===== src/rtl/stream_issue_pkg.sv =====
// Shared types for the 5-lane instruction issue stage: lane opcodes, FSM states, lane decode.
// Latency: n/a (declarations only).
// Backpressure: n/a.
package stream_issue_pkg;

    localparam int LANES = 5;
    localparam int OPC_W = 3;

    localparam logic [OPC_W-1:0] OP_L0 = 3'd0;
    localparam logic [OPC_W-1:0] OP_L1 = 3'd1;
    localparam logic [OPC_W-1:0] OP_L2 = 3'd2;
    localparam logic [OPC_W-1:0] OP_L3 = 3'd3;
    localparam logic [OPC_W-1:0] OP_L4 = 3'd4;

    typedef enum logic [1:0] {
        IDLE,
        SETUP,
        DRIVE,
        WAIT_FREE
    } issueState_t;

    typedef struct packed {
        logic             legal;
        logic [LANES-1:0] sel;
    } laneDec_t;

    // Opcodes above OP_L4 have no lane and come back with legal=0, sel=0.
    function automatic laneDec_t decodeLane(input logic [OPC_W-1:0] opc);
        laneDec_t d;
        d.legal = 1'b1;
        d.sel   = '0;
        case (opc)
            OP_L0:   d.sel = 5'b00001;
            OP_L1:   d.sel = 5'b00010;
            OP_L2:   d.sel = 5'b00100;
            OP_L3:   d.sel = 5'b01000;
            OP_L4:   d.sel = 5'b10000;
            default: d.legal = 1'b0;
        endcase
        return d;
    endfunction

endpackage


===== src/rtl/stream_inst_fifo.sv =====
// Synchronous instruction FIFO with registered read data.
// Latency: popped word appears on popDat the clock after popReq.
// Backpressure: pushes ignored while full, pops ignored while empty.
module stream_inst_fifo #(
    parameter int DEPTH  = 4,
    parameter int INST_W = 32
) (
    input  logic              clk,
    input  logic              rst,
    input  logic              pushVld,
    input  logic [INST_W-1:0] pushDat,
    input  logic              popReq,
    output logic [INST_W-1:0] popDat,
    output logic              full,
    output logic              empty
);

    localparam int AW = $clog2(DEPTH);

    logic [AW:0]       wrPtr;
    logic [AW:0]       rdPtr;
    logic [INST_W-1:0] mem [DEPTH];
    logic              doPush;
    logic              doPop;

    // Extra pointer MSB distinguishes full from empty when the indices match.
    assign empty  = (wrPtr == rdPtr);
    assign full   = (wrPtr[AW] != rdPtr[AW]) && (wrPtr[AW-1:0] == rdPtr[AW-1:0]);
    assign doPush = pushVld && !full;
    assign doPop  = popReq && !empty;

    always_ff @(posedge clk or negedge rst) begin
        if (!rst) begin
            wrPtr  <= '0;
            rdPtr  <= '0;
            popDat <= '0;
        end else begin
            if (doPush) begin
                wrPtr <= wrPtr + (AW+1)'(1);
            end
            if (doPop) begin
                rdPtr  <= rdPtr + (AW+1)'(1);
                popDat <= mem[rdPtr[AW-1:0]];
            end
        end
    end

    always_ff @(posedge clk) begin
        if (doPush) begin
            mem[wrPtr[AW-1:0]] <= pushDat;
        end
    end

endmodule


===== src/rtl/stream_inst_issue5.sv =====
// Issue stage: buffers instructions, decodes a one-hot lane, fires one drive pulse and waits for free.
// Latency: push at edge N -> o_valid after N+2 -> o_drive after N+2+SETUP_CYC.
// Backpressure: in_ready drops while the FIFO is full; the stage holds until free returns.
module stream_inst_issue5
    import stream_issue_pkg::*;
#(
    parameter int INST_W    = 32,
    parameter int DEPTH     = 4,
    parameter int SETUP_CYC = 2,
    parameter int TIMEOUT   = 1024,
    parameter int CNT_W     = 16
) (
    input  logic              clk,
    input  logic              rst,
    input  logic              in_valid,
    output logic              in_ready,
    input  logic [INST_W-1:0] in_inst,
    output logic              o_drive,
    output logic [LANES-1:0]  o_valid,
    output logic [INST_W-1:0] o_data,
    input  logic              i_free,
    output logic              busy,
    output logic [CNT_W-1:0]  issue_cnt,
    output logic              err_illegal,
    output logic              err_spurious,
    output logic              err_timeout
);

    localparam int SCNT_W = (SETUP_CYC > 1) ? $clog2(SETUP_CYC) : 1;
    localparam int TCNT_W = (TIMEOUT > 1) ? $clog2(TIMEOUT) : 1;

    issueState_t       state;
    logic              popPending;
    logic [SCNT_W-1:0] setupCnt;
    logic [TCNT_W-1:0] toCnt;
    logic              fifoFull;
    logic              fifoEmpty;
    logic              fifoPop;
    logic [INST_W-1:0] headInst;
    laneDec_t          headDec;
    logic [1:0]        freeSync;
    logic              freeDly;
    logic              freeEvt;

    stream_inst_fifo #(
        .DEPTH  (DEPTH),
        .INST_W (INST_W)
    ) u_fifo (
        .clk     (clk),
        .rst     (rst),
        .pushVld (in_valid),
        .pushDat (in_inst),
        .popReq  (fifoPop),
        .popDat  (headInst),
        .full    (fifoFull),
        .empty   (fifoEmpty)
    );

    assign in_ready = !fifoFull;
    assign fifoPop  = (state == IDLE) && !popPending && !fifoEmpty;
    assign headDec  = decodeLane(headInst[INST_W-1 -: OPC_W]);
    assign freeEvt  = freeSync[1] && !freeDly;
    assign busy     = (state != IDLE) || popPending || !fifoEmpty;

    always_ff @(posedge clk or negedge rst) begin
        if (!rst) begin
            state        <= IDLE;
            popPending   <= 1'b0;
            setupCnt     <= '0;
            toCnt        <= '0;
            freeSync     <= '0;
            freeDly      <= 1'b0;
            o_drive      <= 1'b0;
            o_valid      <= '0;
            o_data       <= '0;
            issue_cnt    <= '0;
            err_illegal  <= 1'b0;
            err_spurious <= 1'b0;
            err_timeout  <= 1'b0;
        end else begin
            freeSync <= {freeSync[0], i_free};
            freeDly  <= freeSync[1];
            o_drive  <= 1'b0;

            if (freeEvt && (state != WAIT_FREE)) begin
                err_spurious <= 1'b1;
            end

            case (state)
                IDLE: begin
                    // popPending marks that headInst holds the word popped last clock.
                    if (popPending) begin
                        popPending <= 1'b0;
                        if (headDec.legal) begin
                            o_valid  <= headDec.sel;
                            o_data   <= headInst;
                            setupCnt <= '0;
                            state    <= SETUP;
                        end else begin
                            err_illegal <= 1'b1;
                        end
                    end else if (fifoPop) begin
                        popPending <= 1'b1;
                    end
                end
                SETUP: begin
                    if (setupCnt == SCNT_W'(SETUP_CYC - 1)) begin
                        o_drive <= 1'b1;
                        state   <= DRIVE;
                    end else begin
                        setupCnt <= setupCnt + SCNT_W'(1);
                    end
                end
                DRIVE: begin
                    issue_cnt <= issue_cnt + CNT_W'(1);
                    toCnt     <= '0;
                    state     <= WAIT_FREE;
                end
                WAIT_FREE: begin
                    // Timeout only flags; the lane stays selected until free arrives.
                    if (freeEvt) begin
                        o_valid <= '0;
                        state   <= IDLE;
                    end else if (toCnt == TCNT_W'(TIMEOUT - 1)) begin
                        err_timeout <= 1'b1;
                    end else begin
                        toCnt <= toCnt + TCNT_W'(1);
                    end
                end
                default: state <= IDLE;
            endcase
        end
    end

endmodule


===== config.mk =====
export PLATFORM = sky130hd
export DESIGN_NAME = stream_inst_issue5
export DESIGN_NICKNAME = d
export VERILOG_FILES = /design/src/rtl/stream_issue_pkg.sv /design/src/rtl/stream_inst_fifo.sv /design/src/rtl/stream_inst_issue5.sv
export SDC_FILE = /design/constraint.sdc
export NUM_CORES = 1
export LEC_CHECK = 0
export BUFFER_PORTS_ARGS = -buffer_cell sky130_fd_sc_hd__buf_4
export CORE_UTILIZATION = 63
export CTS_CLUSTER_SIZE = 10
export DETAILED_ROUTE_END_ITERATION = 6
export HOLD_SLACK_MARGIN = 0.08
export PLACE_DENSITY = 0.95
export REMOVE_ABC_BUFFERS = 1
export SYNTH_ARGS = -nofsm -noshare
export SYNTH_HDL_FRONTEND = slang
export SYNTH_HIERARCHICAL = 1
export SYNTH_SLANG_ARGS = --single-unit

===== constraint.sdc =====
create_clock -name clk -period 9.4 [get_ports clk]
set_input_delay 1.41 -clock clk [delete_from_list [all_inputs] [get_ports clk]]
set_output_delay 1.41 -clock clk [all_outputs]
set_load 0.05 [all_outputs]

* Yosys cells after proc, flatten, opt, wreduce, memory -nomap -nowiden
Memory sizes are Yosys's and may differ from the RTL's. A register that Yosys moved wholly into a read port is not among the register bits.
Index checks and enable logic that the tools add are counted.
** Operators by class
- $add $sub $neg :: 5
- Eq/ne operators :: 18
- Reductions and logical operators :: 28
- Multiply operators :: 0
- Bitwise logic cells :: 2
- Muxes and demuxes :: 24
- Shifts and indexed selects :: 0
- Divide/modulo/power cells :: 0
- $lt $le $gt $ge :: 0
** Operators with widths (count)
- $pmux 5 s5 :: 1
- $mux 10 :: 2
- $pmux 10 s2 :: 1
- $add 16x1->16 const B :: 1
- $mux 5 :: 3
- $reduce_and 3->1 :: 5
- $ne 2x2->1 const B :: 7
- $add 10x1->10 const B :: 1
- $eq 10x10->1 const B :: 1
- $mux 1 :: 10
- $pmux 5 s2 :: 1
- $mux 2 :: 4
- $pmux 2 s4 :: 1
- $reduce_and 4->1 :: 2
- $reduce_bool 2->1 :: 4
- $logic_and 1x1->1 :: 7
- $add 3x1->3 const B :: 2
- $eq 3x2->1 const B :: 2
- $logic_not 1->1 :: 5
- $reduce_or 5->1 :: 1
- $eq 2x2->1 const B :: 2
- $eq 3x1->1 const B :: 1
- $eq 3x3->1 :: 1
- $eq 3x3->1 const B :: 1
- other kinds (9) :: 11
** Storage, ports and cells
- Bits in read-only memories :: 0
- Bits in latches :: 0
- Memory bits (writable) :: 128
- Word-level logic and storage cells :: 93
- Memories :: 1
- Register bits after elaboration :: 80
** Memories
- u_fifo.mem :: depth 4, width 32, rd ports 1, clocked after Yosys merged registers in 1, write ports 1, RTL line stream_inst_fifo.sv:22 : logic [INST_W-1:0] mem [DEPTH];

* Logic depth before layout (Yosys ltp)
- Depth after elaboration :: 6
- Depth in mapped cells :: 10

* Hierarchy
The synthesis kept the hierarchy.
** Modules (own cells, without submodules)
- stream_inst_fifo :: area an instance 6444.9 sq um, cells each 273, instances 1
- stream_inst_issue5 :: area an instance 3239.4 sq um, cells each 252, instances 1

* Worst setup path before layout
Ideal clock, no wire load.
- Kind :: input-to-reg
- Start point :: input port in_valid
- End point :: memory u_fifo.mem[3][0] (enable)
- Stages on the path :: 2
- Library setup time :: 0.444 ns
- Data arrival time :: 3.175 ns
- Path slack :: 5.781 ns
- Cells stage by stage :: nand2_1 > a31oi_1
** On the way
- Longest elaborated chain between the ends :: 3
** Ends and longest elaborated chain
- start, declared :: RTL line stream_inst_issue5.sv:15 : input logic in_valid,
- $logic_and 1x1->1 :: RTL line stream_inst_fifo.sv:29 : assign doPush = pushVld && !full;
- $mux 1 :: RTL line stream_inst_fifo.sv:49 : if (doPush) begin
- $mux 1 (implied by the code) :: RTL line stream_inst_fifo.sv:50 : mem[wrPtr[AW-1:0]] <= pushDat;
- end, declared :: RTL line stream_inst_fifo.sv:22
No other way between the ends.

* Final worst setup path
- Start point :: register u_fifo.rdPtr[0]
- End point :: output port busy
** On the way
- Longest elaborated chain between the ends :: 3
** Ends and longest elaborated chain
- start, declared :: RTL line stream_inst_fifo.sv:21 : logic [AW:0] rdPtr;
- start signal, assigned :: RTL line stream_inst_fifo.sv:42 : rdPtr <= rdPtr + (AW+1)'(1);
- $eq 3x3->1 :: RTL line stream_inst_fifo.sv:27 : assign empty = (wrPtr == rdPtr);
- net fifoEmpty :: RTL line stream_inst_issue5.sv:37 : logic fifoEmpty;
- $logic_not 1->1 :: RTL line stream_inst_issue5.sv:63 : assign busy = (state != IDLE) || popPending || !fifoEmpty;
- $logic_or 1x1->1 :: RTL line stream_inst_issue5.sv:63
- end, declared :: RTL line stream_inst_issue5.sv:22 : output logic busy,
The timed path passes the listed nets, and every way through them passes these cells.

==> results.toml <==
[synth]
ys_warn_count = 6
synth_edf_count = 128
synth_ff_type = "edfxtp_1"
syn_inst = 525
yosysTopAreaCell = "edfxtp_1"
syn_avg_cell_area_sq_um = 18.4
synth.top_cells.by_area = "edfxtp_1 (40%), dfrtp_1 (29%), mux4_1 (8.7%)"
synthesis.area_sq_um = 9680
synth_seq_cells = 240
synth_cell_types = 55
synth_top_area_frac = 0.397
ys_seq_area_frac = 0.686
async_flop_share = 0.467

[routing]
routed-wl-met2_mm = 10.5
dr.pass1.iters = 5
vias = 5191
ant_nets = 0
drt-vias-per-instance = 6.22
top_layer = "met4"
routed_wl_mm = 19.8
wl_per_cell_um = 23.7
wl_met3_mm = 1.01
wl_met1_mm = 7.86
drc = 0
drt_first_iter_violations = 392

[place]
dp_hpwl_mm = 11.6
gp_routability_congestion = 0.827
port_buffers = 94
dpl.cell_count = 788

[sta]
fmax_mhz = 255
finalSetupViolCount = 0
relSlewSlack = 0.0792
finalCritPeriodShare = 0.416
fin_tns_setup_ns = 0
drv_slew = 0
fin_skew_ns = 0.0133
rsz0062_at_grt = "no"
post-route-min-period_ns = 3.91
hold_viol_final = 0
tightest_slew_ns = 1.38

[die]
die_area_sq_um = 15900
die_h_um = 126
io_pins = 95
num_rows = 44
coreArea_sq_um = 14800
start_util = 0.656
fp.dieW_um = 126

[power_and_ir_drop]
p_leak_uw = 0.00470
ir_worst_vdd_uv = 290
total_power_uw = 4090
power_density_nw_per_um2 = 362

[clocking]
cts.sinks = 240
insertion_delay_ns = 0.53
path_clk_slew_ns = 0.06
htreeDepth = 1
cts_setup_buffers = 0
postCtsResizedCells = 0
clockRootBuffer = "clkbuf_16"
ctsHoldBuffers = 0
clk_path_buf_depth = 3
tritoncts = "done"
numCtsBuffers = 27

[setup_path]
rr_worst_depth = 8
cp_max_fo = 35
worstSetupPathType = "flip-flop to primary output"
arrival_ns = 2.50
r2r-end = "u_fifo/popDat[22]$_DFFE_PN0P_"
startpoint = "u_fifo/rdPtr[0]$_DFFE_PN0P_"
reg2reg_from = "u_fifo/rdPtr[0]$_DFFE_PN0P_"
cp-end-kind = "primary output"
worstPathCellList = "xnor2_2 > nand2_1 > nor2_1 > nand3b_1 > buf_4"
slowest_stage = "dfrtp_2"
critPathRequiredTime_ns = 7.99
slowest_delay_ns = 1.07
ff2ff_setup_slack_ns = 6.08
start_kind = "flip-flop"

[flow_run]
drv_cap = 0

[cells_and_area]
layout_commonest_cell = "edfxtp_1"
syn2layout_area_growth_pct = 16.6
fin_nets = 681
drive_gt1_frac = 0.333
instances_no_fill = 835
insertedDiodeCount = 0
layout_common_cells = "edfxtp_1 (128), dfrtp_1 (111), buf_4 (97)"

[global_routing]
grt_pass1_wl_mm = 31.2
grt_max_degree = 66
grt_use_total = 0.263
overflow = 0
antenna_found_initial = 0
grt_pass1_vias = 5639

[run_status]
status = "completed"

[min_path]
hold_depth = 0
min_path_type = "flip-flop to flip-flop"
holdCritStartpoint = "freeSync[0]$_DFF_PN0_"
hold_end = "freeSync[1]$_DFF_PN0_"
[where the power goes]
part	internal (uW)	switching, uW
Sequential	1460	234
Clock	534	385
Combinational	638	846
[area by class of cell]
| type | instances | area (sq um) |
|---|---|---|
| Clock inverter | 1 | 8.76 |
| Clock buffer | 46 | 747 |
| Fill cell | 775 | 3460 |
| Multi-Input combinational cell | 254 | 2880 |
| Inverter | 13 | 48.8 |
| Tap cell | 184 | 230 |
| Sequential cell | 240 | 6650 |
| Timing Repair Buffer | 97 | 728 |
[Yosys cell counts, drive strengths merged (2+ instances only)]
cell type / count
edfxtp: 128
inv: 13
nor4b: 3
a31oi: 5
nand3b: 2
nor4: 3
buf: 15
ha: 12
nor3: 4
and4: 2
nand2: 18
o311ai: 2
a311oi: 3
dfrtp: 112
xnor2: 15
o31ai: 2
mux2: 70
nand3: 11
nor2: 12
clkbuf: 3
and2: 4
o21ai: 4
a21o: 8
xor2: 9
nand4: 5
a21oi: 8
mux4: 32
and3: 6
mux2i: 2
[sequential cells by signal, summed over array words and instances, names as in the netlist]
register / cells
setupCnt: 1
toCnt: 10
err_spurious: 1
u_fifo/mem: 128
freeSync: 2
popPending: 1
o_data: 32
o_drive: 1
u_fifo/rdPtr: 3
err_illegal: 1
freeDly: 1
err_timeout: 1
o_valid: 5
u_fifo/wrPtr: 3
state: 2
u_fifo/popDat: 32
issue_cnt: 16
[worst max-delay path by stage]
stage / slack [ns] / depth (start not counted) / endpoint
2_1_floorplan: 5.76 / 2 / u_fifo/mem[3][0]$_DFFE_PP_
3_3_place_gp: 6.14 / 5 / busy
4_1_cts: 5.49 / 5 / busy
5_1_grt: 5.36 / 5 / busy
6_report: 5.49 / 5 / busy
3_5_place_dp: 6.08 / 5 / busy
[stage by stage]
stage,utilization,hold slack [ns],area (sq um),setup slack (ns)
after floorplan,-,0.331,9560,5.76
after global placement,0.714,0.343,10500,6.14
after detailed placement,0.714,0.338,10500,6.08
after CTS,0.765,0.362,11300,5.49
after global routing,0.765,0.368,11300,5.36
final,0.765,0.361,11300,5.49
[critical path: cells and delay by family, from the launching register on]
family        cells  cell delay [ns]
xor+xnor          1             0.26
buf+inv           1             0.22
flops             1             1.07
simple gates      3             0.43
[layer usage]
layer,vias up,track usage
li1,2255,-
met1,2653,0.338
met2,242,0.464
met3,41,0.0357
met4,0,0.0928
met5,-,0
[logic make-up (layout without fill, tap and decap cells)]
| group | Yosys count | count (layout) | share of synthesized area |
|---|---|---|---|
| flip-flops | 240 | 240 | 0.686 |
| multiplexers | 104 | 104 | 0.182 |
| AND/OR/NAND/NOR | 76 | 76 | 0.0477 |
| AO/OA/AOI/OAI | 38 | 38 | 0.0276 |
| buffers and inverters | 31 | 157 | 0.0181 |
| XOR/XNOR | 24 | 24 | 0.0233 |
| adder cells (fa/ha/maj) | 12 | 12 | 0.0155 |
No activity file was read; power rests on OpenSTA's default activity.
